<file path="src/rtl/flag_stack_unit.sv">
// rtl/flag_stack_unit.sv - ALU flag register with save/restore stack and condition evaluator.
// Flag bits: C = [0], Z = [1], V = [2], N = [3].
module flag_stack_unit #(
  parameter int DEPTH      = 4,
  parameter int OVERWRITE  = 0,
  parameter int REG_STATUS = 0
) (
  input  logic                       clk,
  input  logic                       rst,
  input  logic                       ld,
  input  logic [3:0]                 ld_mask,
  input  logic [3:0]                 flags_in,
  input  logic                       push,
  input  logic                       pop,
  input  logic                       err_clr,
  input  logic [3:0]                 cond,
  output logic                       status,
  output logic [3:0]                 flags_out,
  output logic [$clog2(DEPTH+1)-1:0] depth,
  output logic                       full,
  output logic                       empty,
  output logic                       ovf_err,
  output logic                       unf_err
);

  localparam int DW = $clog2(DEPTH + 1);
  // Array sized to the full index range so depth can address it directly.
  localparam int SLOTS = 1 << DW;
  localparam logic [DW-1:0] DMAX = DW'(DEPTH);
  localparam bit OVW = (OVERWRITE != 0);

  logic [3:0]    stack [SLOTS];
  logic [DW-1:0] top_idx;
  logic          do_push, do_pop;
  logic          push_ok, push_ovw, push_ovf;
  logic          pop_ok, pop_unf;
  logic          cond_res;
  logic          c_f, z_f, v_f, n_f;

  assign full    = (depth == DMAX);
  assign empty   = (depth == '0);
  assign top_idx = depth - DW'(1);

  // Simultaneous push and pop cancel out entirely.
  assign do_push  = push & ~pop;
  assign do_pop   = pop & ~push;
  assign push_ok  = do_push & ~full;
  assign push_ovw = do_push & full & OVW;
  assign push_ovf = do_push & full & ~OVW;
  assign pop_ok   = do_pop & ~empty;
  assign pop_unf  = do_pop & empty;

  always_ff @(posedge clk) begin
    if (rst) begin
      flags_out <= 4'b0000;
      depth     <= '0;
      ovf_err   <= 1'b0;
      unf_err   <= 1'b0;
    end else begin
      if (pop_ok) begin
        flags_out <= stack[top_idx];
        depth     <= depth - DW'(1);
      end else begin
        if (ld) flags_out <= (flags_out & ~ld_mask) | (flags_in & ld_mask);
        if (push_ok) depth <= depth + DW'(1);
      end
      ovf_err <= push_ovf | (ovf_err & ~err_clr);
      unf_err <= pop_unf | (unf_err & ~err_clr);
    end
  end

  // Stack contents are not reset; they are only observable after a push.
  always_ff @(posedge clk) begin
    if (!rst) begin
      if (push_ok) begin
        stack[depth] <= flags_out;
      end else if (push_ovw) begin
        for (int i = 0; i < DEPTH - 1; i++) begin
          stack[DW'(i)] <= stack[DW'(i + 1)];
        end
        stack[DMAX - DW'(1)] <= flags_out;
      end
    end
  end

  assign c_f = flags_out[0];
  assign z_f = flags_out[1];
  assign v_f = flags_out[2];
  assign n_f = flags_out[3];

  always_comb begin
    cond_res = 1'b0;
    case (cond)
      4'h0: cond_res = 1'b0;
      4'h1: cond_res = 1'b1;
      4'h2: cond_res = z_f;
      4'h3: cond_res = ~z_f;
      4'h4: cond_res = c_f;
      4'h5: cond_res = ~c_f;
      4'h6: cond_res = v_f;
      4'h7: cond_res = ~v_f;
      4'h8: cond_res = n_f;
      4'h9: cond_res = ~n_f;
      4'hA: cond_res = ~(n_f ^ v_f);
      4'hB: cond_res = n_f ^ v_f;
      4'hC: cond_res = ~z_f & ~(n_f ^ v_f);
      4'hD: cond_res = z_f | (n_f ^ v_f);
      4'hE: cond_res = c_f & ~z_f;
      4'hF: cond_res = ~c_f | z_f;
      default: cond_res = 1'b0;
    endcase
  end

  generate
    if (REG_STATUS != 0) begin : g_reg_status
      logic status_q;
      always_ff @(posedge clk) begin
        if (rst) status_q <= 1'b0;
        else     status_q <= cond_res;
      end
      assign status = status_q;
    end else begin : g_comb_status
      assign status = cond_res;
    end
  endgenerate

endmodule

</file>
<file path="config.mk">
export PLATFORM = sky130hd
export DESIGN_NAME = flag_stack_unit
export DESIGN_NICKNAME = d
export VERILOG_FILES = /design/src/rtl/flag_stack_unit.sv
export SDC_FILE = /design/constraint.sdc
export NUM_CORES = 1
export LEC_CHECK = 0
export ABC_CLOCK_PERIOD_IN_PS = 2100
export CORE_MARGIN = 2
export CORE_UTILIZATION = 35
export DETAILED_ROUTE_END_ITERATION = 16
export DONT_BUFFER_PORTS = 1
export GPL_ROUTABILITY_DRIVEN = 0
export HOLD_SLACK_MARGIN = 0.02
export PLACE_DENSITY = 0.48
export SETUP_SLACK_MARGIN = 0.02
export SLEW_MARGIN = 20
export SYNTH_ARGS = -nofsm -noshare
export SYNTH_HDL_FRONTEND = slang
export SYNTH_SLANG_ARGS = --single-unit
</file>
<file path="constraint.sdc">
create_clock -name clk -period 2.1 [get_ports clk]
set_input_delay 0.21 -clock clk [delete_from_list [all_inputs] [get_ports clk]]
set_output_delay 0.21 -clock clk [all_outputs]
set_load 0.01 [all_outputs]
</file>
-- After elaboration in Yosys (flattened, before gate mapping)
Memories as Yosys holds them, arrays and structs flattened.
Cells that the tools add are included.
- logic and storage cells: 64
- output and inout bits: 12
- memories kept: 1
- RAM bits: 32
- register bits after elaboration: 9
- add/subtract/negate cells: 2
- bitwise operators: 29
- reduce and logical (&&, ||, !) cells: 4
- equality and inequality tests: 16
- mux-type cells: 8
- memories (name ; words ; width ; rd ports ; clocked after Yosys merged registers in ; wr ports ; line ; text):
    stack ; 8 ; 4 ; 1 ; 0 ; 1 ; 32 ; logic [3:0] stack [SLOTS];
- operators with widths (cell ; number):
    equality test 4 bit (second input constant) ; 8
    equality test 4 x 3 -> 1 bit (second input constant) ; 4
    case mux 1 bit (16 select lines) ; 1
    bitwise AND 1 bit ; 10
    NOT 1 bit ; 10
    bitwise AND 4 bit ; 2
    equality test 4 x 2 -> 1 bit (second input constant) ; 2
    two-way mux 4 bit ; 2
    two-way mux 3 bit ; 2
    equality test 4 x 1 -> 1 bit (second input constant) ; 1
    logical NOT 4 bit ; 1
    NOT 4 bit ; 1
    bitwise OR 1 bit ; 4
    bitwise OR 4 bit ; 1
    nonzero test 2 bit ; 2
    adder 3 x 1 -> 3 bit (second input constant) ; 1
    equality test 3 bit (second input constant) ; 1
    logical NOT 3 bit ; 1
    two-way mux 1 bit ; 3
    subtractor 3 x 1 -> 3 bit (second input constant) ; 1
    XOR 1 bit ; 1

-- Longest topological paths before layout
- depth after elaboration: 6
- mapped depth: 9
- depth with buffers taken out: 6

-- Worst setup path before layout
Ideal clock, no wire load.
- path type: reg-to-reg
- from: register depth[0]
- to: memory stack[0][0], enable pin
- arrival time: 1957 ps
- data required time: 1739 ps
- cell stages (with the launch flop): 7
- setup slack: -218 ps
- cells stage by stage: dfxtp_1 buf_2 inv_1 ha_1 and2_1 or4_1 nor3_1
- longest elaborated chain between the ends: 6
- ends and longest elaborated chain (what ; line ; text):
    from (decl) ; 19 ; output logic [$clog2(DEPTH+1)-1:0] depth,
    from (signal assigned) ; 62 ; depth <= depth - DW'(1);
    from (signal assigned) ; 65 ; if (push_ok) depth <= depth + DW'(1);
    equality test 3 bit ; 40 ; assign full = (depth == DMAX);
    named net full ; 20 ; output logic full,
    NOT 1 bit ; 47 ; assign push_ok = do_push & ~full;
    bitwise AND 1 bit ; 47 ;
    two-way mux 1 bit ; 75 ; if (push_ok) begin
    two-way mux 1 bit ; 74 ; if (!rst) begin
    two-way mux 1 bit (implied by the code) ; 76 ; stack[depth] <= flags_out;
    to (decl) ; 32 ;
The timed path passes the listed nets, and every way through them passes these cells.

==> reports/metrics.cfg <==
[status]
status=finished clean

[route]
via_per_inst=5.641
drt_wl_total_mm=5.420
route.detailed.drc=0
postRouteAntennaNets=0
drtPass1Iterations=4
num_vias=1585
dr.first_iter.drc_count=77
wire_per_inst_um=19.29

[synth]
synthMuxAreaShare=0.08558
synth_edf_count=32
ys_seq_area_frac=0.5238
synth_area_mm2=0.002178
synth_cell_type_count=39
synth-async-reset-ratio=0
yosysWarnings=0
synth_adder_area_share=0.01723
synth.avg_cell_area_um2=11.00
syn_inst=198
syn_nets=219
synthXorXnorAreaFrac=0.02757
synthTopCellsByArea=edfxtp_1 (44%), dfxtp_1 (8.3%), mux2i_1 (6.0%)
ys_ff_latch=41
yosysTopAreaCellShare=0.4411
yosys.area_share.simple=0.2194
synth_ff_type=edfxtp_1
synth_area_leader_cell=edfxtp_1
synth_top_family_by_area=simple AND/OR/NAND/NOR gates
synth_compound_area_frac=0.08443

[layout]
finalNetCount=226
area_growth_pct=17.00
fill_cells=594
n_antenna_cell=0
drive_above_1_share=0.2233

[global_routing]
grt_overflow=0
grt_pass1_vias=1571
grtUsageTotal=0.1563
grt-busiest-layer=met2
grtUsageMet3=0.04374
grt_max_degree=37
grt.met1_usage=0.2004
grt_pass1_wl_mm=8.307
gr-usage-met2=0.2515
antenna_found_initial=0

[sta]
max_freq_mhz=497.8
fin_crit_ns=2.009
fin_tns_setup_ns=0
setup_viol=0
worst_pin_slew_ns=0.4869
slew_headroom=0.6747
rsz0062_at_grt=false
finalHoldViolCount=0
clock-skew-final_ns=0.006174
maxSlewViolCount=0
fin_crit_sh=0.9566

[pwr]
swShare=0.3099
internal_power_mw=1.552
totalPowerFinal_mw=2.248
power_density_mw_per_mm2=882.2
clkPwrFrac=0.284
sequentialPowerShare=0.414
switching_power_uw=696.7
leakage_nw=0.7982
combPwrFrac=0.302
peakVddDrop_mv=0.3922

[clocking]
postCtsSetupBuffers=0
clk_latency_ns=0.30
numCtsBuffers=5
root_buffer=clkbuf_8
clk_path_buf_depth=2
cts.sinks=41
cts_tree=yes
path_clk_slew_ns=0.08
htree_levels=2

[setup_path]
r2r.worst_path.cells=5
r2r_slack_ns=0.13
critPathArrivalTime_ns=1.80
end_kind=primary output
r2r-start=depth[0]
start_kind=flip-flop
r2r_end=stack[0][1]
path_class=flip-flop to primary output
critPathMaxFanout=4
required_ns=1.89

[die]
die_w_um=82.89
dieArea_mm2=0.006871
fp.coreArea_mm2=0.005956
pin_count=30
initial_core_util=0.3658
die_h_um=82.89
rows=28

[worst_hold_path]
whs_path_depth=2
hold_start=rst
hold_class=input port to flip-flop

[placement]
place_hpwl_mm=3.729
io_buffer_count=0

[run]
maxCapViolations=0

flip-flops by register name, summed over array words and instances (netlist names), named ones only:
name and count:
ovf_err 1, depth 3, unf_err 1, stack 32
layer usage:
metal | vias to the layer above | share of wire
li1 | 752 | -
met1 | 790 | 0.46
met2 | 35 | 0.48
met3 | 8 | 0.039
met4 | 0 | 0.016
met5 | - | 0
per-stage QoR:
step / hold slack [ns] / instances / area, µm² / setup WS, ns / util
detailed placement: 0.2811 / 272 / 2405 / 0.1256 / 0.4038
finish: 0.09791 / 281 / 2549 / 0.09122 / 0.4279
CTS: 0.09345 / 281 / 2525 / 0.07920 / 0.4240
floorplan: 0.3865 / 198 / 2248 / 0.03063 / -
global placement: 0.2779 / 272 / 2405 / 0.1685 / 0.4038
global route: 0.09611 / 281 / 2549 / 0.02259 / 0.4279
synth_stat cells, types with 5 or more instances:
master and instances:
nor2_1 11, nand2_1 15, clkbuf_1 11, a311oi_1 5, mux2_2 5, mux2i_1 13
dfxtp_1 9, edfxtp_1 32, inv_1 7, nor3b_1 16, nor3_1 11, nand3b_1 8
nand3_1 5
worst max-delay path: stages, from the launching register on:
cell	delay [ns]
dfxtp_1	0.34
xnor2_2	0.20
mux2_2	0.29
a2111oi_0	0.42
o21ai_1	0.10
buf_4	0.15
power by group through the flow:
stage	Sequential [mW]	Combinational, mW	Clock, mW
detailed placement	0.949	0.663	0
global placement	0.950	0.655	0
floorplan	0.977	0.447	0
global route	0.934	0.733	0.684
CTS	0.930	0.673	0.651
finish	0.932	0.679	0.638
logic make-up after synthesis:
logic type / Yosys count
buffers and inverters: 22
AND/OR/NAND/NOR: 84
multiplexers: 18
AO/OA/AOI/OAI: 24
adder cells (fa/ha/maj): 3
XOR/XNOR: 6
flip-flops: 41
worst max path at each step:
stage	slack, ns	end	from
6_report	0.09	status	flip-flop
5_1_grt	0.02	flip-flop	depth[0]
4_1_cts	0.08	status	flip-flop
3_3_place_gp	0.17	stack[0][3]	depth[0]
3_5_place_dp	0.13	stack[0][2]	depth[0]
2_1_floorplan	0.03	stack[0][0]	depth[0]
layout by cell type, fill, tap and decap left out, types with 3 or more instances in the layout:
cell and n:
edfxtp_1 32, nor3b_1 16, nand2_1 15, mux2i_1 13, buf_4 11, nor3_1 9, nand3b_1 8, inv_1 7
dfxtp_1 7, nor2_1 5, mux2_2 5, nand3_1 5, clkbuf_8 5, nand2b_1 4, nor2b_1 4, a41oi_1 4
a311oi_1 4, nor4_1 3, a21oi_1 3, xnor2_1 3, nor2_4 3, nor2_2 3
layout make-up:
| type | instances | area (µm²) | share of cell area |
|---|---|---|---|
| Sequential cell | 41 | 1144 | 0.4487 |
| Multi-Input combinational cell | 135 | 1031 | 0.4045 |
| Timing Repair Buffer | 15 | 143.9 | 0.05646 |
| Tap cell | 75 | 93.84 | 0.03682 |
| Clock buffer | 5 | 68.82 | 0.02700 |
| Clock inverter | 3 | 41.29 | 0.01620 |
| Inverter | 7 | 26.28 | 0.01031 |
timing repair:
item / CTS / global route
resized for setup: 0 / 6
hold buffers: 1 / 0
endpoints found under the hold margin: 8 / 0
endpoints found under the setup margin: 0 / 1
(Power assumes the default switching activity.)
